--- config.mk ---
export PLATFORM = sky130hd
export DESIGN_NAME = fetch_stage
export DESIGN_NICKNAME = d
export VERILOG_FILES = /design/src/rtl/fetch_stage.sv
export SDC_FILE = /design/constraint.sdc
export NUM_CORES = 1
export LEC_CHECK = 0
export BUFFER_PORTS_ARGS = -buffer_cell sky130_fd_sc_hd__buf_4
export CAP_MARGIN = 20
export CELL_PAD_IN_SITES_DETAIL_PLACEMENT = 0
export CELL_PAD_IN_SITES_GLOBAL_PLACEMENT = 2
export CORE_ASPECT_RATIO = 0.6
export CORE_UTILIZATION = 30
export CTS_BUF_LIST = sky130_fd_sc_hd__clkbuf_8
export CTS_CLUSTER_DIAMETER = 50
export CTS_CLUSTER_SIZE = 24
export DETAILED_ROUTE_END_ITERATION = 7
export PLACE_DENSITY = 0.83
export REMOVE_ABC_BUFFERS = 1
export SYNTH_ARGS = -nofsm -noshare
export SYNTH_HDL_FRONTEND = slang
export SYNTH_SLANG_ARGS = --single-unit
--- constraint.sdc ---
create_clock -name clk -period 2.9 [get_ports clk]
set_clock_uncertainty 0.05 [all_clocks]
set_input_delay 0 -clock clk [delete_from_list [all_inputs] [get_ports clk]]
set_output_delay 0 -clock clk [all_outputs]
set_load 0.02 [all_outputs]
--- src/rtl/fetch_stage.sv ---
// Instruction-fetch stage with IF/ID pipeline register, feeding decode.
// Optional macro MISALIGN_CHK_EN: aligns redirect targets and flags the first word fetched after one.
module fetch_stage #(
    parameter logic [31:0] RESET_PC  = 32'h0000_0000,
    parameter logic [31:0] NOP_INSTR = 32'h0000_0013
) (
    input  logic        clk,
    input  logic        rst_n,
    input  logic        stall_f,
    input  logic        stall_d,
    input  logic        flush_d,
    input  logic        pc_src_e,
    input  logic [31:0] pc_target_e,
    output logic [31:0] imem_addr,
    input  logic [31:0] imem_rdata,
    input  logic        imem_valid,
    output logic [31:0] instr_d,
    output logic [31:0] pc_d,
    output logic [31:0] pc_plus4_d,
    output logic        valid_d
`ifdef MISALIGN_CHK_EN
    ,
    output logic        misalign_d
`endif
);

    // Handshake: a word is consumed only in a cycle where imem_valid=1 and neither
    // stall is raised; the memory holds imem_rdata for imem_addr until then.
    logic        acc;
    logic [31:0] pc_f_q, pc_f_d;
    logic [31:0] pc_plus4_f;
    logic [31:0] redirect_pc;
    logic [31:0] instr_q, instr_nx;
    logic [31:0] pc_id_q, pc_id_nx;
    logic [31:0] pc_plus4_q, pc_plus4_nx;
    logic        valid_q, valid_nx;
    logic        load_ifid;

    assign acc        = imem_valid & ~stall_f & ~stall_d;
    assign pc_plus4_f = pc_f_q + 32'd4;
    assign load_ifid  = acc & ~flush_d & ~pc_src_e;

`ifdef MISALIGN_CHK_EN
    logic mis_pend_q, mis_pend_d;
    logic misalign_q, misalign_nx;

    assign redirect_pc = {pc_target_e[31:2], 2'b00};

    always_comb begin
        mis_pend_d  = mis_pend_q;
        misalign_nx = 1'b0;
        if (pc_src_e) begin
            mis_pend_d = (pc_target_e[1:0] != 2'b00);
        end else if (stall_d && !flush_d) begin
            misalign_nx = misalign_q;
        end else if (load_ifid) begin
            misalign_nx = mis_pend_q;
            mis_pend_d  = 1'b0;
        end
    end

    always_ff @(posedge clk or negedge rst_n) begin
        if (!rst_n) begin
            mis_pend_q <= 1'b0;
            misalign_q <= 1'b0;
        end else begin
            mis_pend_q <= mis_pend_d;
            misalign_q <= misalign_nx;
        end
    end

    assign misalign_d = misalign_q;
`else
    assign redirect_pc = pc_target_e;
`endif

    always_comb begin
        pc_f_d = pc_f_q;
        if (pc_src_e) begin
            pc_f_d = redirect_pc;
        end else if (acc) begin
            pc_f_d = pc_plus4_f;
        end
    end

    // Anything that is neither a hold nor an accepted word becomes a bubble.
    always_comb begin
        instr_nx    = NOP_INSTR;
        pc_id_nx    = 32'd0;
        pc_plus4_nx = 32'd0;
        valid_nx    = 1'b0;
        if (flush_d || pc_src_e) begin
            instr_nx = NOP_INSTR;
        end else if (stall_d) begin
            instr_nx    = instr_q;
            pc_id_nx    = pc_id_q;
            pc_plus4_nx = pc_plus4_q;
            valid_nx    = valid_q;
        end else if (acc) begin
            instr_nx    = imem_rdata;
            pc_id_nx    = pc_f_q;
            pc_plus4_nx = pc_plus4_f;
            valid_nx    = 1'b1;
        end
    end

    always_ff @(posedge clk or negedge rst_n) begin
        if (!rst_n) begin
            pc_f_q     <= RESET_PC;
            instr_q    <= NOP_INSTR;
            pc_id_q    <= 32'd0;
            pc_plus4_q <= 32'd0;
            valid_q    <= 1'b0;
        end else begin
            pc_f_q     <= pc_f_d;
            instr_q    <= instr_nx;
            pc_id_q    <= pc_id_nx;
            pc_plus4_q <= pc_plus4_nx;
            valid_q    <= valid_nx;
        end
    end

    assign imem_addr  = pc_f_q;
    assign instr_d    = instr_q;
    assign pc_d       = pc_id_q;
    assign pc_plus4_d = pc_plus4_q;
    assign valid_d    = valid_q;

endmodule

# Word-level counts from Yosys, hierarchy flattened
# Index checks and enable logic that the tools add are counted.
# totals
ff_bits,129
out_inout_bits,129
elab_cells,27
# classes
add_sub_neg,1
n_eq_ne,1
n_mux,14
bitwise,4
reduce_logical,2
# op_table
operator,n
$mux 32,11
$add 32x3->32 const B,1
$mux 1,3
$and 1x1->1,2
$ne 2x1->1 const B,1
$not 1->1,2
$reduce_bool 2->1,1
$logic_or 1x1->1,1

# Depth between registers and ports, before layout
# Gate-level depths: netlist (run 1).
# logic_depth
depth_word,6
depth_mapped,7

# Least setup slack after synthesis (run 1)
# OpenSTA, ideal clock, no wires.
# synth_timing
kind,reg-to-reg
startpoint,register pc_f_q[2] (netlist: imem_addr[2])
endpoint,register pc_plus4_q[20] (netlist: pc_plus4_d[20])
arrival_time_ps,1857
required_ps,2767
setup_slack_ps,911
stages_incl_launch_ff,8
n_path_buf,1
path_cell_list,dfrtp_1 ha_1 nand3_4 nor4_4 buf_4 nand3_1 xor2_1 o21ai_0
# synth_between
elab_chain_cells,4
# synth_lines
item,line,rtl
from (decl),30,"logic [31:0] pc_f_q, pc_f_d;"
from (signal assigned),115,pc_f_q <= pc_f_d;
$add 32x3->32,40,assign pc_plus4_f = pc_f_q + 32'd4;
$mux 32,99,end else if (acc) begin
$mux 32,94,end else if (stall_d) begin
$mux 32,92,if (flush_d || pc_src_e) begin
to (signal assigned),118,pc_plus4_q <= pc_plus4_nx;
to (decl),35,"logic [31:0] pc_plus4_q, pc_plus4_nx;"
# No other way between the ends. The select of a mux whose other input is x is not followed.
# A chain may end at the register's enable or synchronous reset.

# Worst setup path in the final report (run 1)
# layout_timing
startpoint,register pc_f_q[18] (netlist: imem_addr[18])
endpoint,register pc_f_q[27] (netlist: imem_addr[27])
# layout_between
elab_chain_cells,3
# layout_lines
item,line,rtl
$add 32x3->32,40,
$mux 32,81,end else if (acc) begin
$mux 32,79,if (pc_src_e) begin
# No other way between the ends. The select of a mux whose other input is x is not followed.

==> flow_metrics.tcl, run 1 <==
set metrics [dict create \
    synth-seq-cells 127 \
    antenna_found_initial 0 \
    yosysWarnings 0 \
    cts_root_buffer "clkbuf_8" \
    avgSynthCellArea_um2 11.0 \
    finalSetupTns_ns 0 \
    slew_violations 0 \
    antenna_cells 0 \
    drtIter0Drc 248 \
    worst_path_largest_cell_delay_ns 0.75 \
    async_reset_ff_share_pct 100 \
    drive_gt1_share_pct 33.3 \
    status "completed" \
    worstSkewPairLatency_ns 0.45 \
    io_buffers 199 \
    netlist_area_um2 5630 \
    place_congestion 0.748 \
    end_kind "register" \
    dr.pass1.iters 5 \
    fp-row-count 38 \
    fill_cells 1708 \
    arrival_ns 2.49 \
    crit_family "simple AND/OR/NAND/NOR gates" \
    dieArea_um2 19300 \
    rsz0062_at_grt "false" \
    clock_path_buffers 2 \
    hp-class "in -> reg" \
    drt.antenna.violating_nets 0 \
    critPathSlowestCell "nor4_1" \
    vias 4957 \
    fp.dieH_um 108 \
    cts_tree "done" \
    grt-ovfl-total 0 \
    vdd.ir_drop.worst_mv 0.247 \
    max_slew_margin_pct 39.5 \
    postCtsHoldBufs 78 \
    post_cts_resize_count 0 \
    finalCriticalPeriod_ns 2.25 \
    synth-edff-count 0 \
    synth_cell_types 40 \
    numCtsBuffers 17 \
    finish.utilization_pct 46.5 \
    io_pins 200 \
    routedWlPerCell_um 17.5 \
    hold_viol_final 0 \
    critPathLaunchType "register" \
    final_nets 842 \
    grt_first_pass_wirelength_um 28100 \
    grt_max_degree 96 \
    required_ns 3.14 \
    final_common_cell "buf_4" \
    tightest_slew_ns 0.908 \
    grtUsageTotal_pct 19.2 \
    hpwl_um 11600 \
    crit_chain "nand4_1 > nor4_1 > nand4_1 > xor2_1 > o21ai_0" \
    clock_sinks 127 \
    post-cts-setup-buffer-count 0 \
    core_um2 18200 \
    start_util_pct 30.9 \
    critPathKind "reg -> reg" \
    wirelength_um 17900 \
    grt_pass1_vias 5127 \
    netlist_instances 511 \
    dieWidth_um 179 \
    drc 0 \
    setup_viol 0 \
    htreeDepth 4 \
    finalCritPeriodShare_pct 77.4 \
    synthFlopType "dfrtp_1" \
    cts.clk_slew.worst_paths_ns 0.08 \
    synth_seq_area_share_pct 56.5 \
    leakagePower_nw 3.97 \
    cpMostUsedCell "nand4_1" \
    layout_common_cells "205 x buf_4, 124 x dfrtp_1, 78 x nand2_1, 78 x dlygate4sd3_1, 63 x a22o_1" \
    crit_path_max_fanout 9 \
    max_cap_violations 0 \
    cp.buffers_inverters 0 \
    area_growth_pct 50.5 \
    vias_per_cell 4.85 \
    fmax_ghz 0.445 \
    powerDensity_nw_per_um2 472 \
]
==> state kept, by name (all words and copies together), names as in the netlist <==
signal	cells
imem_addr	32
instr_d	32
pc_d	32
pc_plus4_d	30
valid_d	1
==> Yosys cell counts (2+ instances only) <==
library cell    n  area share (%)
nor3_1          4            0.36
o22a_1          3            0.47
nor4_4          2            0.76
and2_1          3            0.33
a22o_1         63             9.8
o21ai_1         6            0.53
nor4_1          2            0.22
clkbuf_2        6            0.53
buf_4           3            0.40
buf_2          12             1.1
nand4b_1        2            0.31
mux2_2          2            0.40
xnor2_1        19             3.0
or2_2           2            0.22
o21ai_0        51             4.5
dfrtp_1       124              55
xor2_1         38             5.9
nand4_1        15             1.7
nand2_1        78             5.2
nor2_1         12            0.80
clkbuf_1       24             1.6
and3_1          3            0.33
dfstp_2         3             1.4
nor3_2          3            0.53
nand3_1        15             1.3
nor2_2          2            0.22
==> layer usage <==
metal | GRT usage [%] | share of wire [%]
met5 | 0 | 0
met4 | 4.24 | 0.72
met2 | 29.1 | 44
met1 | 26.6 | 47
met3 | 6.05 | 8.1
==> cell families (layout without fill, tap and decap cells) <==
kind of cell	after synthesis	count (layout)	synth area share, %
adders and majority gates	1	1	0.222
muxes	3	3	0.578
DFF	127	127	56.5
buffers and inverters	46	318	3.80
xor gates and xnor gates	57	57	8.87
and+or+nand+nor	153	153	14.5
AOI/OAI and AO/OA	124	124	15.5
==> per-stage QoR <==
stage	setup slack, ns	hold slack (ns)	cells	instance area (um^2)	power (W)
3_5_place_dp	0.721	0.115	913	7310	0.00244
2_1_floorplan	0.166	-0.346	465	5420	0.00214
5_1_grt	0.446	0.0743	1023	8470	0.00419
6_report	0.654	0.0649	1023	8470	0.00400
4_1_cts	0.684	0.0424	1023	8470	0.00404
3_3_place_gp	0.729	0.0942	913	7310	0.00243
==> area by class of cell <==
| cell class | instances | area [um^2] | share of cell area [%] |
|---|---|---|---|
| Sequential cell | 127 | 3180 | 37.6 |
| Timing Repair Buffer | 286 | 2370 | 28.0 |
| Multi-Input combinational cell | 338 | 2240 | 26.5 |
| Tap cell | 240 | 300 | 3.54 |
| Clock buffer | 18 | 248 | 2.92 |
| Clock inverter | 14 | 129 | 1.52 |
==> worst min-delay path: cells and delay by family <==
kind | cells | cell delay (ns)
simple gates | 2 | 0.28
compound gates | 1 | 0.12
buf+inv | 1 | 0.11
==> worst paths after layout <==
kind	start	end	slack, ns	cells past startpoint
hold / removal	pc_src_e	pc_plus4_d[2]$_DFFE_PN0P_	0.06	4
max in group asynchronous	rst_n	instr_d[26]$_DFFE_PN0P_	1.76	3
setup reg to reg	imem_addr[18]$_DFFE_PN0N_	imem_addr[27]$_DFFE_PN0N_	0.65	5
min in group asynchronous	rst_n	pc_d[29]$_DFFE_PN0P_	0.15	2
setup / recovery	imem_addr[18]$_DFFE_PN0N_	imem_addr[27]$_DFFE_PN0N_	0.65	5
hold reg to reg	pc_plus4_d[6]$_DFFE_PN0P_	pc_plus4_d[6]$_DFFE_PN0P_	0.44	2
==> report_power, final <==
| group | switching [W] | total, W | internal [W] |
|---|---|---|---|
| clock network | 0.000741 | 0.00151 | 0.000770 |
| registers | 0.000113 | 0.00194 | 0.00183 |
| logic | 0.000273 | 0.000546 | 0.000273 |
Note: power is estimated with default switching activity, not from simulation.
==> run 2, diff against run 1 <==
CORE_UTILIZATION = 28   (was 30)
PLACE_DENSITY = 0.81   (was 0.83)
clock period = 1.9 ns   (was 2.9 ns; I/O delays follow)
==> run 2 against run 1 <==
Utilization down 0.51 points. Clock power up 59%. Combinational power up 89%. Critical path type is now in -> reg. Non-clock buffer count up 41. Wire length down 0.15%. Critical path depth up 2. Hold slack worse by 0.016 ns. Cell count up 6.5%.
==> flow_metrics.tcl, run 2 (synthesis results as in run 1) <==
set metrics [dict create \
    powerDensity_nw_per_um2 707 \
    seqPwrFrac_pct 45.7 \
    timing.rr.end "imem_addr[28]$_DFFE_PN0N_" \
    antenna_found_initial 1 \
    crit_chain "dlygate4sd3_1 > buf_4 > or3b_1 > or3_4 > nor3_4 > xnor2_1 > o21ai_2" \
    finalCritPeriodShare_pct 97.1 \
    grt-ovfl-total 0 \
    fp.dieH_um 112 \
    crit_path_end "imem_addr[15]$_DFFE_PN0N_" \
    arrival_ns 2.11 \
    htreeDepth 4 \
    drive_gt1_share_pct 36.8 \
    layout_common_cells "240 x buf_4, 121 x dfrtp_1, 78 x nand2_1, 78 x dlygate4sd3_1, 63 x a22o_1" \
    r2r_setup_slack_ns 0.11 \
    power_frac_clock_pct 38.0 \
    cts_tree "done" \
    dieWidth_um 185 \
    power.switching_w 0.00168 \
    power_frac_comb_pct 16.3 \
    p_sw_share_pct 26.6 \
    grt_first_pass_wirelength_um 28000 \
    design_area_um2 8910 \
    end_kind "register" \
    start_util_pct 29.1 \
    tightest_slew_ns 0.541 \
    cts.clk_slew.worst_paths_ns 0.08 \
    dpl_cell_area_um2 7640 \
    grt_max_degree 55 \
    place_inst 972 \
    vias 5041 \
    fill_cells 1852 \
    dieArea_um2 20700 \
    setup_viol 0 \
    status "completed" \
    cp.depth 7 \
    numCtsBuffers 17 \
    io_buffers 199 \
    final_common_cell "buf_4" \
    vias_per_cell 4.62 \
    worstSkewPairLatency_ns 0.45 \
    finalCriticalPeriod_ns 1.85 \
    crit_family "simple AND/OR/NAND/NOR gates" \
    drtIter0Drc 185 \
    holdWs_ns 0.0487 \
    clock_path_buffers 2 \
    final_cells 1090 \
    routedWlPerCell_um 16.4 \
    cts_root_buffer "clkbuf_8" \
    io_pins 200 \
    setup_ws_ns 0.0544 \
    max_cap_violations 0 \
    clock_sinks 127 \
    pre_cts_ws_ns 0.0401 \
    hold_viol_final 0 \
    drc 0 \
    critPathKind "in -> reg" \
    place_congestion 0.778 \
    crit_path_start "stall_f" \
    max_slew_margin_pct 63.9 \
    hp-class "in -> reg" \
    cp.buffers_inverters 2 \
    hpwl_um 12000 \
    power.internal_w 0.00463 \
    fmax_ghz 0.542 \
    r2r_start "imem_addr[18]$_DFFE_PN0N_" \
    worst_path_largest_cell_delay_ns 0.55 \
    critPathLaunchType "input port" \
    leakagePower_nw 4.19 \
    grtUsageTotal_pct 17.9 \
    dr.pass1.iters 4 \
    critPathSlowestCell "or3b_1" \
    crit_path_max_fanout 8 \
    fp-row-count 39 \
    reg2regPathDepth 7 \
    drt.antenna.violating_nets 0 \
    core_um2 19400 \
    area_growth_pct 58.4 \
    final_nets 883 \
    slew_violations 0 \
    vdd.ir_drop.worst_mv 0.333 \
    grt_pass1_vias 5208 \
    wirelength_um 17900 \
    required_ns 2.17 \
]
==> run 2: changes by cell type in the layout (fill, tap and decap cells not counted), moves of 2 or more <==
cell        change
buf_12          +5
buf_4          +35
clkinv_2        -2
clkinvlp_4      -3
dfrtp_1         -3
dfrtp_2         +3
inv_1           +3
o21ai_0         -2
o21ai_1         +2
==> run 2: tightest hold or removal path: stages <==
cell and delay [ns]:
buf_4 0.10, nor3_4 0.05, buf_4 0.18, a22o_1 0.18
==> run 2: routing by layer <==
metal  wire length, um  GRT usage (%)  vias up
met3              1020           4.94       14
met2              7750           26.7      141
met4               196           5.45        0
met1              8940           25.1     2488
li1                  -              -     2398
met5                 0              0        -
==> run 2: area by class of cell <==
type                            instances  area, um^2  area share, %
Tap cell                              266         333           3.73
Timing Repair Buffer                  327        2750           30.8
Clock inverter                         12         129           1.45
Antenna cell                            1        2.50         0.0281
Multi-Input combinational cell        338        2260           25.3
Sequential cell                       127        3190           35.7
Clock buffer                           19         262           2.93
==> run 2: how the worst min path moves through the flow <==
| stage | startpoint | endpoint | slack (ns) | cells past startpoint |
|---|---|---|---|---|
| 2_1_floorplan | rst_n | imem_addr[0]$_DFFE_PN0P_ | -0.35 | 0 |
| 3_3_place_gp | rst_n | pc_d[30]$_DFFE_PN0P_ | -0.15 | 1 |
| 3_5_place_dp | rst_n | pc_d[29]$_DFFE_PN0P_ | -0.14 | 1 |
| 4_1_cts | flush_d | pc_d[17]$_DFFE_PN0P_ | 0.01 | 4 |
| 5_1_grt | flush_d | pc_d[17]$_DFFE_PN0P_ | 0.02 | 4 |
| 6_report | flush_d | pc_d[17]$_DFFE_PN0P_ | 0.05 | 4 |
==> run 2: what timing repair did <==
item,in CTS,in global routing
hold buffers,79,0
buffers inserted,0,7
gates resized for setup,0,9
hold endpoints to repair,190,0
setup endpoints to repair,0,19
==> run 2: power by group through the flow <==
| stage | registers (W) | logic, W | clock network, W |
|---|---|---|---|
| after detailed placement | 0.00293 | 0.000880 | 0 |
| after CTS | 0.00288 | 0.00102 | 0.00248 |
| after global routing | 0.00289 | 0.00111 | 0.00261 |
| final | 0.00288 | 0.00103 | 0.00240 |
| after floorplan | 0.00307 | 0.000197 | 0 |
| after global placement | 0.00292 | 0.000870 | 0 |
==> run 2: stage by stage <==
stage | TNS [ns] | power (W) | util [%]
after floorplan | -60.11 | 0.00327 | -
final | 0 | 0.00630 | 46.0
after CTS | 0 | 0.00638 | 45.6
after global placement | 0 | 0.00379 | 39.5
after global routing | -0.00111 | 0.00661 | 46.0
after detailed placement | 0 | 0.00381 | 39.5
